## src/rtl/wb_resp_arbiter_pkg.sv

```systemverilog
// Shared types and helpers for the writeback response arbiter.
// Uop fields are stored at maximum width and sliced to the configured width.
package wb_arb_pkg;

    localparam logic [1:0] RT_FIX = 2'd0;
    localparam logic [1:0] RT_FLT = 2'd1;
    localparam logic [1:0] RT_X   = 2'd2;
    localparam logic [1:0] RT_PAS = 2'd3;

    localparam int ROB_IDX_MAX = 16;
    localparam int PDST_MAX    = 16;

    typedef struct packed {
        logic [ROB_IDX_MAX-1:0] rob_idx;
        logic [PDST_MAX-1:0]    pdst;
        logic                   is_amo;
        logic                   uses_stq;
        logic [1:0]             dst_rtype;
    } wb_uop_t;

    function automatic int src_w(input int n);
        return (n <= 1) ? 1 : $clog2(n);
    endfunction

endpackage

```

## src/rtl/wb_resp_arbiter_if.sv

```systemverilog
// Request/response bundle between response sources, the arbiter
// and the writeback port.
interface wb_resp_arbiter_if #(
    parameter int N_IN      = 2,
    parameter int DATA_W    = 64,
    parameter int ROB_IDX_W = 7,
    parameter int PDST_W    = 7
);
    localparam int SRC_W = wb_arb_pkg::src_w(N_IN);

    logic                      io_flush;
    logic [N_IN-1:0]           io_in_valid;
    logic [N_IN-1:0]           io_in_ready;
    logic [N_IN*ROB_IDX_W-1:0] io_in_bits_uop_rob_idx;
    logic [N_IN*PDST_W-1:0]    io_in_bits_uop_pdst;
    logic [N_IN-1:0]           io_in_bits_uop_is_amo;
    logic [N_IN-1:0]           io_in_bits_uop_uses_stq;
    logic [N_IN*2-1:0]         io_in_bits_uop_dst_rtype;
    logic [N_IN*DATA_W-1:0]    io_in_bits_data;
    logic [N_IN-1:0]           io_in_bits_predicated;

    logic                      io_out_valid;
    logic                      io_out_ready;
    logic [ROB_IDX_W-1:0]      io_out_bits_uop_rob_idx;
    logic [PDST_W-1:0]         io_out_bits_uop_pdst;
    logic                      io_out_bits_uop_is_amo;
    logic                      io_out_bits_uop_uses_stq;
    logic [1:0]                io_out_bits_uop_dst_rtype;
    logic [DATA_W-1:0]         io_out_bits_data;
    logic                      io_out_bits_predicated;
    logic [SRC_W-1:0]          io_out_src;

    modport master (
        output io_flush, io_in_valid, io_in_bits_uop_rob_idx,
        output io_in_bits_uop_pdst, io_in_bits_uop_is_amo,
        output io_in_bits_uop_uses_stq, io_in_bits_uop_dst_rtype,
        output io_in_bits_data, io_in_bits_predicated, io_out_ready,
        input  io_in_ready, io_out_valid, io_out_bits_uop_rob_idx,
        input  io_out_bits_uop_pdst, io_out_bits_uop_is_amo,
        input  io_out_bits_uop_uses_stq, io_out_bits_uop_dst_rtype,
        input  io_out_bits_data, io_out_bits_predicated, io_out_src
    );

    modport slave (
        input  io_flush, io_in_valid, io_in_bits_uop_rob_idx,
        input  io_in_bits_uop_pdst, io_in_bits_uop_is_amo,
        input  io_in_bits_uop_uses_stq, io_in_bits_uop_dst_rtype,
        input  io_in_bits_data, io_in_bits_predicated, io_out_ready,
        output io_in_ready, io_out_valid, io_out_bits_uop_rob_idx,
        output io_out_bits_uop_pdst, io_out_bits_uop_is_amo,
        output io_out_bits_uop_uses_stq, io_out_bits_uop_dst_rtype,
        output io_out_bits_data, io_out_bits_predicated, io_out_src
    );

endinterface

```

## src/rtl/wb_resp_arbiter_pick.sv

```systemverilog
// One-hot picker: first valid index at or after ptr, modulo N.
// With RR_MODE=0 the scan always starts at index 0.
module wb_prio_pick #(
    parameter int N       = 2,
    parameter int RR_MODE = 0,
    parameter int SRC_W   = 1
) (
    input  logic [N-1:0]     valid,
    input  logic [SRC_W-1:0] ptr,
    output logic [N-1:0]     grant,
    output logic [SRC_W-1:0] winner
);
    logic found;
    int   base;
    int   idx;

    always_comb begin
        grant  = '0;
        winner = '0;
        found  = 1'b0;
        idx    = 0;
        base   = (RR_MODE != 0) ? int'(ptr) : 0;
        for (int k = 0; k < N; k++) begin
            idx = (base + k) % N;
            if (!found && valid[idx]) begin
                found      = 1'b1;
                grant[idx] = 1'b1;
                winner     = SRC_W'(idx);
            end
        end
    end

endmodule

```

## src/rtl/wb_resp_arbiter.sv

```systemverilog
// N-input writeback response arbiter with a single registered output slot.
// Inputs are only accepted when the slot is empty or draining this cycle.
module wb_resp_arbiter
    import wb_arb_pkg::*;
#(
    parameter int N_IN      = 2,
    parameter int DATA_W    = 64,
    parameter int ROB_IDX_W = 7,
    parameter int PDST_W    = 7,
    parameter int RR_MODE   = 0
) (
    input logic            clock,
    input logic            reset,
    wb_resp_arbiter_if.slave io
);
    localparam int SRC_W = src_w(N_IN);

    logic              out_valid_q;
    wb_uop_t           uop_q;
    wb_uop_t           win_uop;
    logic [DATA_W-1:0] data_q;
    logic              pred_q;
    logic [SRC_W-1:0]  src_q;
    logic [SRC_W-1:0]  ptr_q;
    logic [SRC_W-1:0]  ptr_nxt;
    logic [SRC_W-1:0]  winner;
    logic [N_IN-1:0]   grant;
    logic              slot_free;
    logic              accept_en;
    logic              fire;
    int                w;

    wb_prio_pick #(
        .N       (N_IN),
        .RR_MODE (RR_MODE),
        .SRC_W   (SRC_W)
    ) u_pick (
        .valid  (io.io_in_valid),
        .ptr    (ptr_q),
        .grant  (grant),
        .winner (winner)
    );

    assign w         = int'(winner);
    assign slot_free = ~out_valid_q | io.io_out_ready;
    assign accept_en = slot_free & ~io.io_flush;
    assign fire      = accept_en & (|io.io_in_valid);

    // Reset gating keeps sources from handing off a response that would be lost.
    assign io.io_in_ready = {N_IN{accept_en & ~reset}} & grant;

    assign ptr_nxt = (RR_MODE == 0 || w == N_IN - 1) ? '0 : winner + 1'b1;

    always_comb begin
        win_uop = '0;
        win_uop.rob_idx =
            ROB_IDX_MAX'(io.io_in_bits_uop_rob_idx[w*ROB_IDX_W +: ROB_IDX_W]);
        win_uop.pdst =
            PDST_MAX'(io.io_in_bits_uop_pdst[w*PDST_W +: PDST_W]);
        win_uop.is_amo    = io.io_in_bits_uop_is_amo[winner];
        win_uop.uses_stq  = io.io_in_bits_uop_uses_stq[winner];
        win_uop.dst_rtype = io.io_in_bits_uop_dst_rtype[w*2 +: 2];
    end

    always_ff @(posedge clock) begin
        if (reset) begin
            out_valid_q <= 1'b0;
            uop_q       <= '0;
            data_q      <= '0;
            pred_q      <= 1'b0;
            src_q       <= '0;
            ptr_q       <= '0;
        end else if (fire) begin
            out_valid_q <= 1'b1;
            uop_q       <= win_uop;
            data_q      <= io.io_in_bits_data[w*DATA_W +: DATA_W];
            pred_q      <= io.io_in_bits_predicated[winner];
            src_q       <= winner;
            ptr_q       <= ptr_nxt;
        end else if (io.io_out_ready | io.io_flush) begin
            out_valid_q <= 1'b0;
        end
    end

    assign io.io_out_valid              = out_valid_q;
    assign io.io_out_bits_uop_rob_idx   = uop_q.rob_idx[ROB_IDX_W-1:0];
    assign io.io_out_bits_uop_pdst      = uop_q.pdst[PDST_W-1:0];
    assign io.io_out_bits_uop_is_amo    = uop_q.is_amo;
    assign io.io_out_bits_uop_uses_stq  = uop_q.uses_stq;
    assign io.io_out_bits_uop_dst_rtype = uop_q.dst_rtype;
    assign io.io_out_bits_data          = data_q;
    assign io.io_out_bits_predicated    = pred_q;
    assign io.io_out_src                = src_q;

endmodule

```

## src/flat_wrapper.sv

```systemverilog
// flat-port wrapper written by rule: the top's interface ports become plain ports
module wb_resp_arbiter_flat import wb_arb_pkg::*;
#(
    parameter int N_IN      = 2,
    parameter int DATA_W    = 64,
    parameter int ROB_IDX_W = 7,
    parameter int PDST_W    = 7,
    parameter int RR_MODE   = 0
)
  (clock, reset, io_io_flush, io_io_in_valid, io_io_in_bits_uop_rob_idx, io_io_in_bits_uop_pdst, io_io_in_bits_uop_is_amo, io_io_in_bits_uop_uses_stq, io_io_in_bits_uop_dst_rtype, io_io_in_bits_data, io_io_in_bits_predicated, io_io_out_ready, io_io_in_ready, io_io_out_valid, io_io_out_bits_uop_rob_idx, io_io_out_bits_uop_pdst, io_io_out_bits_uop_is_amo, io_io_out_bits_uop_uses_stq, io_io_out_bits_uop_dst_rtype, io_io_out_bits_data, io_io_out_bits_predicated, io_io_out_src);
  wb_resp_arbiter_if #(.N_IN(N_IN), .DATA_W(DATA_W), .ROB_IDX_W(ROB_IDX_W), .PDST_W(PDST_W)) io_i ();
  input logic clock;
  input logic reset;
  input wire logic [$bits(io_i.io_flush)-1:0] io_io_flush;
  input wire logic [$bits(io_i.io_in_valid)-1:0] io_io_in_valid;
  input wire logic [$bits(io_i.io_in_bits_uop_rob_idx)-1:0] io_io_in_bits_uop_rob_idx;
  input wire logic [$bits(io_i.io_in_bits_uop_pdst)-1:0] io_io_in_bits_uop_pdst;
  input wire logic [$bits(io_i.io_in_bits_uop_is_amo)-1:0] io_io_in_bits_uop_is_amo;
  input wire logic [$bits(io_i.io_in_bits_uop_uses_stq)-1:0] io_io_in_bits_uop_uses_stq;
  input wire logic [$bits(io_i.io_in_bits_uop_dst_rtype)-1:0] io_io_in_bits_uop_dst_rtype;
  input wire logic [$bits(io_i.io_in_bits_data)-1:0] io_io_in_bits_data;
  input wire logic [$bits(io_i.io_in_bits_predicated)-1:0] io_io_in_bits_predicated;
  input wire logic [$bits(io_i.io_out_ready)-1:0] io_io_out_ready;
  output wire logic [$bits(io_i.io_in_ready)-1:0] io_io_in_ready;
  output wire logic [$bits(io_i.io_out_valid)-1:0] io_io_out_valid;
  output wire logic [$bits(io_i.io_out_bits_uop_rob_idx)-1:0] io_io_out_bits_uop_rob_idx;
  output wire logic [$bits(io_i.io_out_bits_uop_pdst)-1:0] io_io_out_bits_uop_pdst;
  output wire logic [$bits(io_i.io_out_bits_uop_is_amo)-1:0] io_io_out_bits_uop_is_amo;
  output wire logic [$bits(io_i.io_out_bits_uop_uses_stq)-1:0] io_io_out_bits_uop_uses_stq;
  output wire logic [$bits(io_i.io_out_bits_uop_dst_rtype)-1:0] io_io_out_bits_uop_dst_rtype;
  output wire logic [$bits(io_i.io_out_bits_data)-1:0] io_io_out_bits_data;
  output wire logic [$bits(io_i.io_out_bits_predicated)-1:0] io_io_out_bits_predicated;
  output wire logic [$bits(io_i.io_out_src)-1:0] io_io_out_src;
  assign io_i.io_flush = io_io_flush;
  assign io_i.io_in_valid = io_io_in_valid;
  assign io_i.io_in_bits_uop_rob_idx = io_io_in_bits_uop_rob_idx;
  assign io_i.io_in_bits_uop_pdst = io_io_in_bits_uop_pdst;
  assign io_i.io_in_bits_uop_is_amo = io_io_in_bits_uop_is_amo;
  assign io_i.io_in_bits_uop_uses_stq = io_io_in_bits_uop_uses_stq;
  assign io_i.io_in_bits_uop_dst_rtype = io_io_in_bits_uop_dst_rtype;
  assign io_i.io_in_bits_data = io_io_in_bits_data;
  assign io_i.io_in_bits_predicated = io_io_in_bits_predicated;
  assign io_i.io_out_ready = io_io_out_ready;
  assign io_io_in_ready = io_i.io_in_ready;
  assign io_io_out_valid = io_i.io_out_valid;
  assign io_io_out_bits_uop_rob_idx = io_i.io_out_bits_uop_rob_idx;
  assign io_io_out_bits_uop_pdst = io_i.io_out_bits_uop_pdst;
  assign io_io_out_bits_uop_is_amo = io_i.io_out_bits_uop_is_amo;
  assign io_io_out_bits_uop_uses_stq = io_i.io_out_bits_uop_uses_stq;
  assign io_io_out_bits_uop_dst_rtype = io_i.io_out_bits_uop_dst_rtype;
  assign io_io_out_bits_data = io_i.io_out_bits_data;
  assign io_io_out_bits_predicated = io_i.io_out_bits_predicated;
  assign io_io_out_src = io_i.io_out_src;
  wb_resp_arbiter #(.N_IN(N_IN), .DATA_W(DATA_W), .ROB_IDX_W(ROB_IDX_W), .PDST_W(PDST_W), .RR_MODE(RR_MODE)) u_core (.clock(clock), .reset(reset), .io(io_i));
endmodule
```

## config.mk

```make
export PLATFORM = sky130hd
export DESIGN_NAME = wb_resp_arbiter_flat
export DESIGN_NICKNAME = d
export VERILOG_FILES = /design/src/rtl/wb_resp_arbiter_pkg.sv /design/src/rtl/wb_resp_arbiter_if.sv /design/src/rtl/wb_resp_arbiter_pick.sv /design/src/rtl/wb_resp_arbiter.sv /design/src/flat_wrapper.sv
export SDC_FILE = /design/constraint.sdc
export NUM_CORES = 1
export LEC_CHECK = 0
export ABC_AREA = 1
export CAP_MARGIN = 0
export CORE_UTILIZATION = 35
export DETAILED_ROUTE_END_ITERATION = 6
export PLACE_DENSITY = 0.77
export SYNTH_ARGS = -nofsm -noshare
export SYNTH_HDL_FRONTEND = slang
export SYNTH_SLANG_ARGS = --single-unit
export TNS_END_PERCENT = 10
```

## constraint.sdc

```tcl
create_clock -name clock -period 1.1 [get_ports clock]
set_clock_uncertainty 0.05 [all_clocks]
set_input_delay 0.11 -clock clock [delete_from_list [all_inputs] [get_ports clock]]
set_output_delay 0.11 -clock clock [all_outputs]
set_load 0.02 [all_outputs]
```

[Word-level counts from Yosys, hierarchy flattened]
Index checks and enable logic that the tools add are counted.
W data, S select, Z words.
Storage, ports and cells
  bits in registers: 85
Operators by class
  multipliers: 1
  magnitude comparators: 1
  shift-type cells: 4
  muxes and demuxes: 10
  bitwise gates (word level): 9
  reductions and logical operators: 4
Operator list (number)
  $shiftx A128 B8 Y64: 1
  $shiftx A14 B32 Y7: 2
  $mux W1: 10
  $mul A1 B3 Y4 const B: 1
  $shiftx A4 B3 Y2: 1
  $and A1 B1 Y1: 3
  $not A1 Y1: 3
  $and A2 B2 Y2: 1
  $lt A1 B2 Y1 const B: 1
  $or A1 B1 Y1: 2
  $reduce_bool A2 Y1: 1
  $reduce_or A2 Y1: 1
  $logic_and A1 B1 Y1: 1
  $logic_not A1 Y1: 1

[Logic depth before layout (Yosys ltp)]
Gate-level depths: netlist of the first run.
  word-level depth: 6
  gate-level depth with buffers: 8
  mapped depth without buffers: 6

[Cells and area by module]
A second synthesis of the first run with hierarchy kept.
Second synthesis, totals
  cells, all modules: 820
  area total of the unflattened synthesis: 4569.4 µm²
Modules (own cells, without submodules)
  wb_resp_arbiter: times used 1, cells an instance 816, area an instance 4544.4 µm²
  wb_prio_pick: times used 1, cells an instance 4, area an instance 25.0 µm²

[Least setup slack after synthesis of the first run]
No wires, ideal clock.
  kind: flip-flop to flip-flop
  start point: reg u_core.out_valid_q, in the netlist u_core.io.io_out_valid
  end point: reg u_core.data_q[14], in the netlist u_core.io.io_out_bits_data[14]
  setup time: 64 ps
  data arrival time: 1164 ps
  path slack: -178 ps
  cell stages (with the launch flop): 7
  clock period less this slack: 1278 ps
  cell sequence: dfxtp_1 -> nand2_1 -> nand3_2 -> buf_2 -> buf_2 -> nor2_1 -> nor2_1
On the way
  longest elaborated chain between the ends: 4
RTL lines
  start, declared: line wb_resp_arbiter.sv:18  | logic out_valid_q;
  start signal, assigned: line wb_resp_arbiter.sv:67  | out_valid_q <= 1'b0;
  start signal, assigned: line wb_resp_arbiter.sv:74  | out_valid_q <= 1'b1;
  start signal, assigned: line wb_resp_arbiter.sv:81  | out_valid_q <= 1'b0;
  $not A1 Y1: line wb_resp_arbiter.sv:45  | assign slot_free = ~out_valid_q | io.io_out_ready;
  $or A1 B1 Y1: line wb_resp_arbiter.sv:45
  $and A1 B1 Y1: line wb_resp_arbiter.sv:46  | assign accept_en = slot_free & ~io.io_flush;
  $and A1 B1 Y1: line wb_resp_arbiter.sv:47  | assign fire = accept_en & (|io.io_in_valid);
  end signal, assigned: line wb_resp_arbiter.sv:76  | data_q <= io.io_in_bits_data[w*DATA_W +: DATA_W];
  end, declared: line wb_resp_arbiter.sv:21  | logic [DATA_W-1:0] data_q;
No other way between the ends.
A chain may end at the register's enable or synchronous reset.

[Worst setup path after layout of the first run]
  start point: reg u_core.out_valid_q, in the netlist u_core.io.io_out_valid
  end point: out io_io_in_ready[0]
On the way
  longest elaborated chain between the ends: 5
RTL lines
  $not A1 Y1: line wb_resp_arbiter.sv:45
  $or A1 B1 Y1: line wb_resp_arbiter.sv:45
  $and A1 B1 Y1: line wb_resp_arbiter.sv:46
  $and A1 B1 Y1: line wb_resp_arbiter.sv:50  | assign io.io_in_ready = {N_IN{accept_en & ~reset}} & grant;
  $and A2 B2 Y2: line wb_resp_arbiter.sv:50
  end, declared: line flat_wrapper.sv:24  | output wire logic [$bits(io_i.io_in_ready)-1:0] io_io_in_ready;
No other way between the ends.

==> results of run 1 <==
## cell type report
| class | instances | share of cell area (%) |
|---|---|---|
| repair buffers | 295 | 34.8 |
| multi-input cells | 593 | 32.1 |
| flip-flops and latches | 85 | 22.3 |
| inverters | 89 | 4.36 |
| clock buffers | 14 | 3.58 |
| well taps | 172 | 2.81 |
| clock inverters | 1 | 0.0654 |
## timing repair
action | 4_1_cts | 5_1_grt
pin swaps | 7 | 5
setup endpoints to repair | 171 | 132
setup buffers | 0 | 5
cloned | 0 | 2
gates resized for setup | 338 | 92
## metrics by stage
step	instance area [um^2]	TNS, ps	utilization, %	hold WS, ps	power, mW
floorplan	4630	-1620	-	207	4.87
global placement	7480	-40000	59.1	379	6.26
detailed placement	7480	-41250	59.1	388	6.29
CTS	7710	-6790	60.9	238	9.06
global route	7660	-12930	60.4	321	9.54
finish	7660	-7530	60.4	297	9.00
## placed cells by master, fill, tap and decap left out
cell type / instances
nand2_1: 403
clkdlybuf4s50_1: 168
nor2_1: 118
inv_1: 85
buf_2: 84
dfxtp_1: 84
nor2_2: 48
nand2_2: 16
buf_4: 15
buf_12: 13
clkbuf_16: 11
buf_6: 9
inv_2: 4
dlygate4sd2_1: 4
clkbuf_8: 3
nand3_4: 2
nor2_4: 2
clkbuf_1: 2
nand2_8: 1
nor3b_2: 1
a21oi_2: 1
a31oi_1: 1
clkinv_2: 1
dfxtp_4: 1
## cells in the mapped netlist
cell type,instances,area (um^2)
nand3_1,1,5.00
nand2_1,420,1580
a21oi_1,1,5.00
clkbuf_1,12,45.0
nor2_1,168,631
nor3b_1,1,7.51
a31oi_1,1,6.26
inv_1,88,330
buf_6,11,124
dfxtp_1,85,1700
buf_2,11,55.1
nand3_2,1,10.0
inv_2,1,3.75
buf_4,11,82.6
## logic make-up (layout without fill, tap and decap cells)
logic type | Yosys count | count (layout) | synth area share, %
buffers and inverters | 134 | 399 | 14.0
AND/OR/NAND/NOR | 591 | 591 | 48.6
AO/OA/AOI/OAI | 2 | 2 | 0.246
flip-flops | 85 | 85 | 37.1
## registers in the layout, summed over array words and instances, names as in the netlist
register	cells
u_core.io.io_out_bits_data	64
u_core.io.io_out_bits_uop_dst_rtype	2
u_core.io.io_out_bits_uop_uses_stq	1
u_core.io.io_out_bits_uop_pdst	7
u_core.io.io_out_bits_uop_is_amo	1
u_core.io.io_out_bits_predicated	1
u_core.io.io_out_bits_uop_rob_idx	7
u_core.io.io_out_src	1
u_core.io.io_out_valid	1
## per-layer routing
layer | routed length, um | vias to the layer above | global-route usage (%)
met4 | 172 | 0 | 6.67
met2 | 6680 | 147 | 35.1
met3 | 1140 | 10 | 6.54
li1 | - | 2844 | -
met5 | 0 | - | 0
met1 | 5840 | 2206 | 21.6
## power groups by stage
stage               logic [mW]  clock network, mW  registers [mW]
global placement          2.73                  0            3.52
detailed placement        2.75                  0            3.53
floorplan                 1.01                  0            3.85
CTS                       2.66               2.93            3.46
global route              2.97               3.08            3.49
finish                    2.69               2.85            3.46
## path summary, 6_finish.rpt
check / end / cells past startpoint
worst min-delay path: u_core.io.io_out_valid / 5
worst max register to register: u_core.io.io_out_bits_data[27] / 6
worst min register to register: u_core.io.io_out_src / 2
worst max-delay path: io_io_in_ready[0] / 4
## worst max-delay path, stage by stage (launching register included)
cell and delay [ps]:
dfxtp_4 360, nand2_8 80, nand3_4 80, nor2_4 120, buf_6 120
==> out/results.txt, run 1 <==
Worst-path fanout max: 4
Syn nets: 984
Sink Count: 85
Post-synthesis register bit count: 85
Crit path time final: 1250 ps
Net Sw Frac: 29.5%
Worst setup EP type: output port
Pins Over Slew Limit: 0
Routed WL per cell: 11.1 um
Final period util: 114%
RSZ-0062 raised after global routing: true
Register-to-register setup slack: -130 ps
Cell area after synthesis: 4580 um^2
Gr usage total: 19.6%
Slew HR: 78.6%
Syn Inst Count: 812
Rows: 41
DIE AREA: 13600 um^2
Failing checks: setup timing
PnR worst setup slack: -153 ps
Internal: 6.34 mW
Fraction of layout cells with a size suffix above 1: 19.7%
Post-route insts no fill: 1249
Clk root buf: clkbuf_16
Area of the multi-input gates: 2460 um^2
Routed vias: 5207
HPWL Detailed: 10.0 mm
Pre-CTS setup slack: -671 ps
Post-synthesis sequential area ratio: 37.1%
Outcome: complete, but fails checks
Final-layout fill cell count: 1260
Clock slew seen by the registers of the worst setup and hold paths: 60 ps
Antenna violations before repair: 0
Maximum root-to-sink buffer count: 2
Vias/cell: 4.17
Core area: 12700 um^2
Crit start category: flip-flop
Yosys warning count: 0
Hold Crit Start: io_io_flush
Worst-skew pair later-pin latency: 330 ps
Combinational fraction of design power: 29.8%
Power Density: 1180 nW/um^2
Crit Path Class: flip-flop to output port
Hold Path Class: primary input to flip-flop
RD Place Congestion: 0.794
CP arrival: 1090 ps
Largest net degree at the start of global routing: 44
Flop pwr share: 38.4%
Unique masters post-synth: 14
CP startpoint: u_core.io.io_out_valid
Final setup violation count: 86
Worst VDD drop: 0.000562 V
Antenna cells: 0
DRC: 0
Worst EP required: 940 ps
Starting Density: 36.2%
Peak Freq: 798 MHz
PortBufs: 258
Net Sw Power: 2.65 mW
Die Wd: 116 um
Clock buffer count from CTS: 9
I/O pin count: 259
Routed WL: 13.8 mm
Register area: 1710 um^2
Max H-tree Level: 3
Area Overhead vs Synth: 67.0%
CTS tree: done
Max_cap viols: 0
DR iter-0 viols: 226
Clock power share: 31.7%
Worst slew pin tran: 321 ps
Nets: 1245
First-pass GRT wire length: 20.9 mm
Leak pwr: 4.09 nW
Remaining global-route overflow: 0
Final Hold Fails: 0
Post-CTS Hold Buffers: 0
First-pass DRT Iterations: 4
Avg Cell Area, Syn: 5.64 um^2
Number of antenna-violating nets in the routed design: 0
Vias in the first global route: 4581
Placed Cells: 1227
RR Startpoint: u_core.io.io_out_valid
Chip height: 116 um
Note: power is estimated with default switching activity, not from simulation.
==> inputs of run 2 (changes only) <==
--- a/config.mk
+++ b/config.mk
@@ -9,6 +9,7 @@
 export CAP_MARGIN = 0
 export CORE_UTILIZATION = 35
 export DETAILED_ROUTE_END_ITERATION = 6
+export MAX_ROUTING_LAYER = met4
 export PLACE_DENSITY = 0.77
 export SYNTH_ARGS = -nofsm -noshare
 export SYNTH_HDL_FRONTEND = slang
==> out/results.txt, run 2 (synthesized netlist as in run 1, its figures left out) <==
Area Overhead vs Synth: 65.6%
Vias/cell: 4.15
Maximum root-to-sink buffer count: 2
Final period util: 114%
Power Density: 1180 nW/um^2
Worst hold slack: 292 ps
Worst-skew pair later-pin latency: 330 ps
Net Sw Frac: 29.5%
HPWL Detailed: 10.0 mm
First-pass GRT wire length: 20.9 mm
Max H-tree Level: 3
Final-layout fill cell count: 1265
End of the worst hold path: u_core.io.io_out_valid
Area of the multi-input gates: 2430 um^2
Core area: 12700 um^2
PortBufs: 258
Rows: 41
Starting Density: 36.2%
Outcome: complete, but fails checks
Max reg flops: 64
Routed WL: 13.7 mm
Routed WL per cell: 11.0 um
Crit Path Class: flip-flop to output port
Clock slew seen by the registers of the worst setup and hold paths: 60 ps
Internal: 6.32 mW
Hold depth: 5
DR iter-0 viols: 195
Antenna violations before repair: 0
CTS tree: done
Final setup violation count: 86
Clk root buf: clkbuf_16
Routed vias: 5185
Worst EP required: 940 ps
Die Wd: 116 um
Leak pwr: 4.08 nW
FF-to-FF path depth: 6
Register area: 1710 um^2
Register-to-register setup slack: -130 ps
RSZ-0062 raised after global routing: true
Commonest non-fill, non-tap cells in the layout: 410 x nand2_1, 168 x clkdlybuf4s50_1, 122 x nor2_1
Failing checks: setup timing
Chip height: 116 um
Net Sw Power: 2.64 mW
Hold Crit Start: io_io_flush
First-pass DRT Iterations: 4
Fraction of layout cells with a size suffix above 1: 18.6%
Antenna cells: 0
Worst VDD drop: 0.000563 V
Commonest non-fill, non-tap cell in the layout: nand2_1
Pins Over Slew Limit: 0
Crit start category: flip-flop
Clock power share: 31.9%
Combinational fraction of design power: 29.5%
Slew HR: 78.7%
R2R Path End: u_core.io.io_out_bits_data[27]
DRC: 0
Worst-path fanout max: 4
RR Startpoint: u_core.io.io_out_valid
Nets: 1244
RD Place Congestion: 0.805
Clock buffer count from CTS: 9
Worst slew pin tran: 319 ps
I/O pin count: 259
Sink Count: 85
Peak Freq: 798 MHz
Largest net degree at the start of global routing: 44
Pre-CTS setup slack: -671 ps
Worst setup EP type: output port
CP arrival: 1090 ps
Flop pwr share: 38.6%
Crit path time final: 1250 ps
Gr usage total: 20.3%
Remaining global-route overflow: 0
PnR worst setup slack: -153 ps
Vias in the first global route: 4571
Final Hold Fails: 0
Max_cap viols: 0
Number of antenna-violating nets in the routed design: 0
DIE AREA: 13600 um^2
Hold Path Class: primary input to flip-flop
run 2: cell types whose count changed in the layout (fill, tap and decap cells not counted), moves of 4 or more:
cell,previous run,this run
nor2_1,118,122
nand2_2,16,9
nor2_2,48,44
nand2_1,403,410
run 2: stage by stage:
stage	TNS, ps	util (%)	instance area (um^2)	cells	power (mW)
after CTS	-6790	60.9	7710	1242	9.06
after detailed placement	-41250	59.1	7480	1227	6.29
after global placement	-40000	59.1	7480	1227	6.26
final	-7360	59.9	7590	1248	8.96
after floorplan	-1620	-	4630	812	4.87
after global routing	-12910	59.9	7590	1248	9.51
run 2: final cells by class:
class / count / share of cell area [%]
tap: 172 / 2.84
sequential: 85 / 22.5
timing repair buffer: 294 / 34.6
multi-input combinational: 593 / 32.1
inverter: 89 / 4.40
clock buffer: 14 / 3.61
clock inverter: 1 / 0.0659
run 2: power groups by stage:
stage               registers (mW)  logic [mW]  clock network (mW)
finish                        3.46        2.65                2.86
global route                  3.49        2.93                3.09
CTS                           3.46        2.66                2.93
detailed placement            3.53        2.75                   0
global placement              3.52        2.73                   0
floorplan                     3.85        1.01                   0
run 2: layer usage:
| layer | wire length [um] | share of wire, % | up-vias | track usage, % |
|---|---|---|---|---|
| met4 | 170 | 1.2 | 0 | 6.67 |
| met5 | 0 | 0 | - | - |
| met1 | 5930 | 43 | 2182 | 22.2 |
| met2 | 6550 | 48 | 147 | 35.0 |
| met3 | 1090 | 7.9 | 11 | 5.97 |
| li1 | - | - | 2845 | - |
run 2: what timing repair did:
action,CTS,global route
gates cloned,0,1
pin swaps,7,4
hold buffers,0,0
gates resized for setup,338,81
endpoints found under the setup margin,171,131
buffers inserted,0,5
run 2: worst max-delay path by stage:
stage                           startpoint                       endpoint  slack, ps
finish              u_core.io.io_out_valid              io_io_in_ready[0]       -150
global route        u_core.io.io_out_valid              io_io_in_ready[0]       -200
CTS                 u_core.io.io_out_valid              io_io_in_ready[0]       -190
detailed placement         io_io_out_ready              io_io_in_ready[0]       -670
global placement           io_io_out_ready              io_io_in_ready[0]       -680
floorplan           u_core.io.io_out_valid  u_core.io.io_out_bits_data[0]        -30
run 2: critical path, cell delays in order (launching register included):
cell	delay, ps
dfxtp_4	360
nand2_8	80
nand3_4	90
nor2_4	120
buf_6	120
==> inputs of run 3 (changes only) <==
--- a/config.mk
+++ b/config.mk
@@ -7,10 +7,11 @@
 export LEC_CHECK = 0
 export ABC_AREA = 1
 export CAP_MARGIN = 0
-export CORE_UTILIZATION = 35
+export CORE_UTILIZATION = 39
 export DETAILED_ROUTE_END_ITERATION = 6
 export MAX_ROUTING_LAYER = met4
-export PLACE_DENSITY = 0.77
+export PLACE_DENSITY = 0.82
+export SKIP_CTS_REPAIR_TIMING = 1
 export SYNTH_ARGS = -nofsm -noshare
 export SYNTH_HDL_FRONTEND = slang
 export SYNTH_SLANG_ARGS = --single-unit
==> constraint.sdc (replaced) <==
create_clock -name clock -period 1.27 [get_ports clock]
set_clock_uncertainty 0.05 [all_clocks]
set_input_delay 0.127 -clock clock [delete_from_list [all_inputs] [get_ports clock]]
set_output_delay 0.127 -clock clock [all_outputs]
set_load 0.02 [all_outputs]
==> out/results.txt, run 3 (synthesized netlist as in run 1, its figures left out) <==
Outcome: complete, but fails checks
Failing checks: setup timing
Chip height: 110 um
CP arrival: 1490 ps
Worst hold slack: 125 ps
Setup TNS: -287 ps
Worst slew pin tran: 424 ps
Worst path buffer plus inverter count: 2
Largest net degree at the start of global routing: 52
Peak Freq: 760 MHz
RSZ-0062 raised after global routing: true
DIE AREA: 12200 um^2
Final period util: 104%
Remaining global-route overflow: 0
Vias/cell: 4.37
Crit path time final: 1320 ps
Maximum root-to-sink buffer count: 2
First-pass GRT wire length: 21.9 mm
Leak pwr: 5.14 nW
Commonest non-fill, non-tap cell in the layout: nand2_1
Max_cap viols: 0
Vias in the first global route: 4933
CTS tree: done
CP startpoint: u_core.io.io_out_valid
Area Overhead vs Synth: 70.6%
Final setup violation count: 31
DRC: 0
Sink Count: 85
RR Startpoint: u_core.io.io_out_valid
Worst-path fanout max: 21
Slowest stage delay, CP: 350 ps
DR iter-0 viols: 215
Delay-heaviest family, CP: simple AND/OR/NAND/NOR gates
Commonest non-fill, non-tap cells in the layout: 418 x nand2_1, 169 x clkdlybuf4s50_1, 167 x nor2_1
Worst setup EP type: flip-flop
Worst-skew pair later-pin latency: 320 ps
First-pass DRT Iterations: 4
Worst EP required: 1450 ps
Crit Path Class: flip-flop to flip-flop
Antenna violations before repair: 0
Gr usage total: 22.3%
PortBufs: 258
Routed WL per cell: 11.2 um
Post-Place Cell Area: 7290 um^2
I/O pin count: 259
Clock buffer count from CTS: 9
Slowest-stage cell, CP: dfxtp_2
Tot Pwr: 7.88 mW
CP Cell Sequence: nand2_4 > buf_4 > nand3_4 > buf_4 > nand2_1 > nand2_1 > nor2_1
Slew HR: 71.7%
Routed WL: 13.5 mm
Final Hold Fails: 0
HPWL Detailed: 9.68 mm
Max reg flops: 64
Number of antenna-violating nets in the routed design: 0
Core area: 11400 um^2
Routed vias: 5261
Starting Density: 40.1%
Finished Cell Area: 7820 um^2
Power Density: 1010 nW/um^2
Hold Path Class: primary input to flip-flop
Fraction of layout cells with a size suffix above 1: 4.05%
Antenna cells: 0
RD Place Congestion: 0.771
Max H-tree Level: 3
PnR worst setup slack: -45.9 ps
Hold Crit Start: io_io_in_valid[1]
Die Wd: 110 um
Crit start category: flip-flop
Pins Over Slew Limit: 0
Rows: 39
Worst VDD drop: 0.000566 V
Clk root buf: clkbuf_16
Nets: 1229
Clock slew seen by the registers of the worst setup and hold paths: 60 ps
==> run 3: power breakdown <==
group	switching (mW)	internal, mW	total (mW)
registers	0.105	2.90	3.00
clock network	0.983	1.62	2.61
logic	1.12	1.16	2.28
==> run 3: final cells by class <==
cell class / count / area (um^2)
well taps: 143 / 179
inverters: 89 / 334
repair buffers: 279 / 3040
fillers: 1006 / 3600
flip-flops and latches: 85 / 1700
clock buffers: 14 / 264
multi-input cells: 593 / 2270
clock inverters: 1 / 30.0
==> run 3: worst paths after layout <==
| kind | endpoint | cells past startpoint | slack [ps] |
|---|---|---|---|
| worst min-delay path | u_core.io.io_out_valid | 3 | 130 |
| worst max-delay path | u_core.io.io_out_bits_data[35] | 7 | -50 |
| worst max register to register | u_core.io.io_out_bits_data[35] | 7 | -50 |
| worst min register to register | u_core.io.io_out_src | 2 | 400 |
==> run 3: worst min-delay path, cell delays in order <==
cell,delay [ps]
dlymetal6s2s_1,140
inv_1,110
a31oi_1,90
==> run 3: routing by layer <==
metal | global-route usage [%] | vias up | routed length [um]
met5 | - | - | 0
met4 | 8.71 | 0 | 329
met3 | 5.76 | 26 | 943
met2 | 38.4 | 183 | 6570
met1 | 24.4 | 2242 | 5650
li1 | - | 2810 | -
==> run 3: per-stage QoR <==
| stage | utilization [%] | setup slack [ps] | cells |
|---|---|---|---|
| floorplan | - | 59.0 | 812 |
| global placement | 63.9 | -505 | 1188 |
| detailed placement | 63.9 | -525 | 1188 |
| CTS | 66.5 | -521 | 1203 |
| global route | 68.5 | -142 | 1204 |
| finish | 68.5 | -45.9 | 1204 |
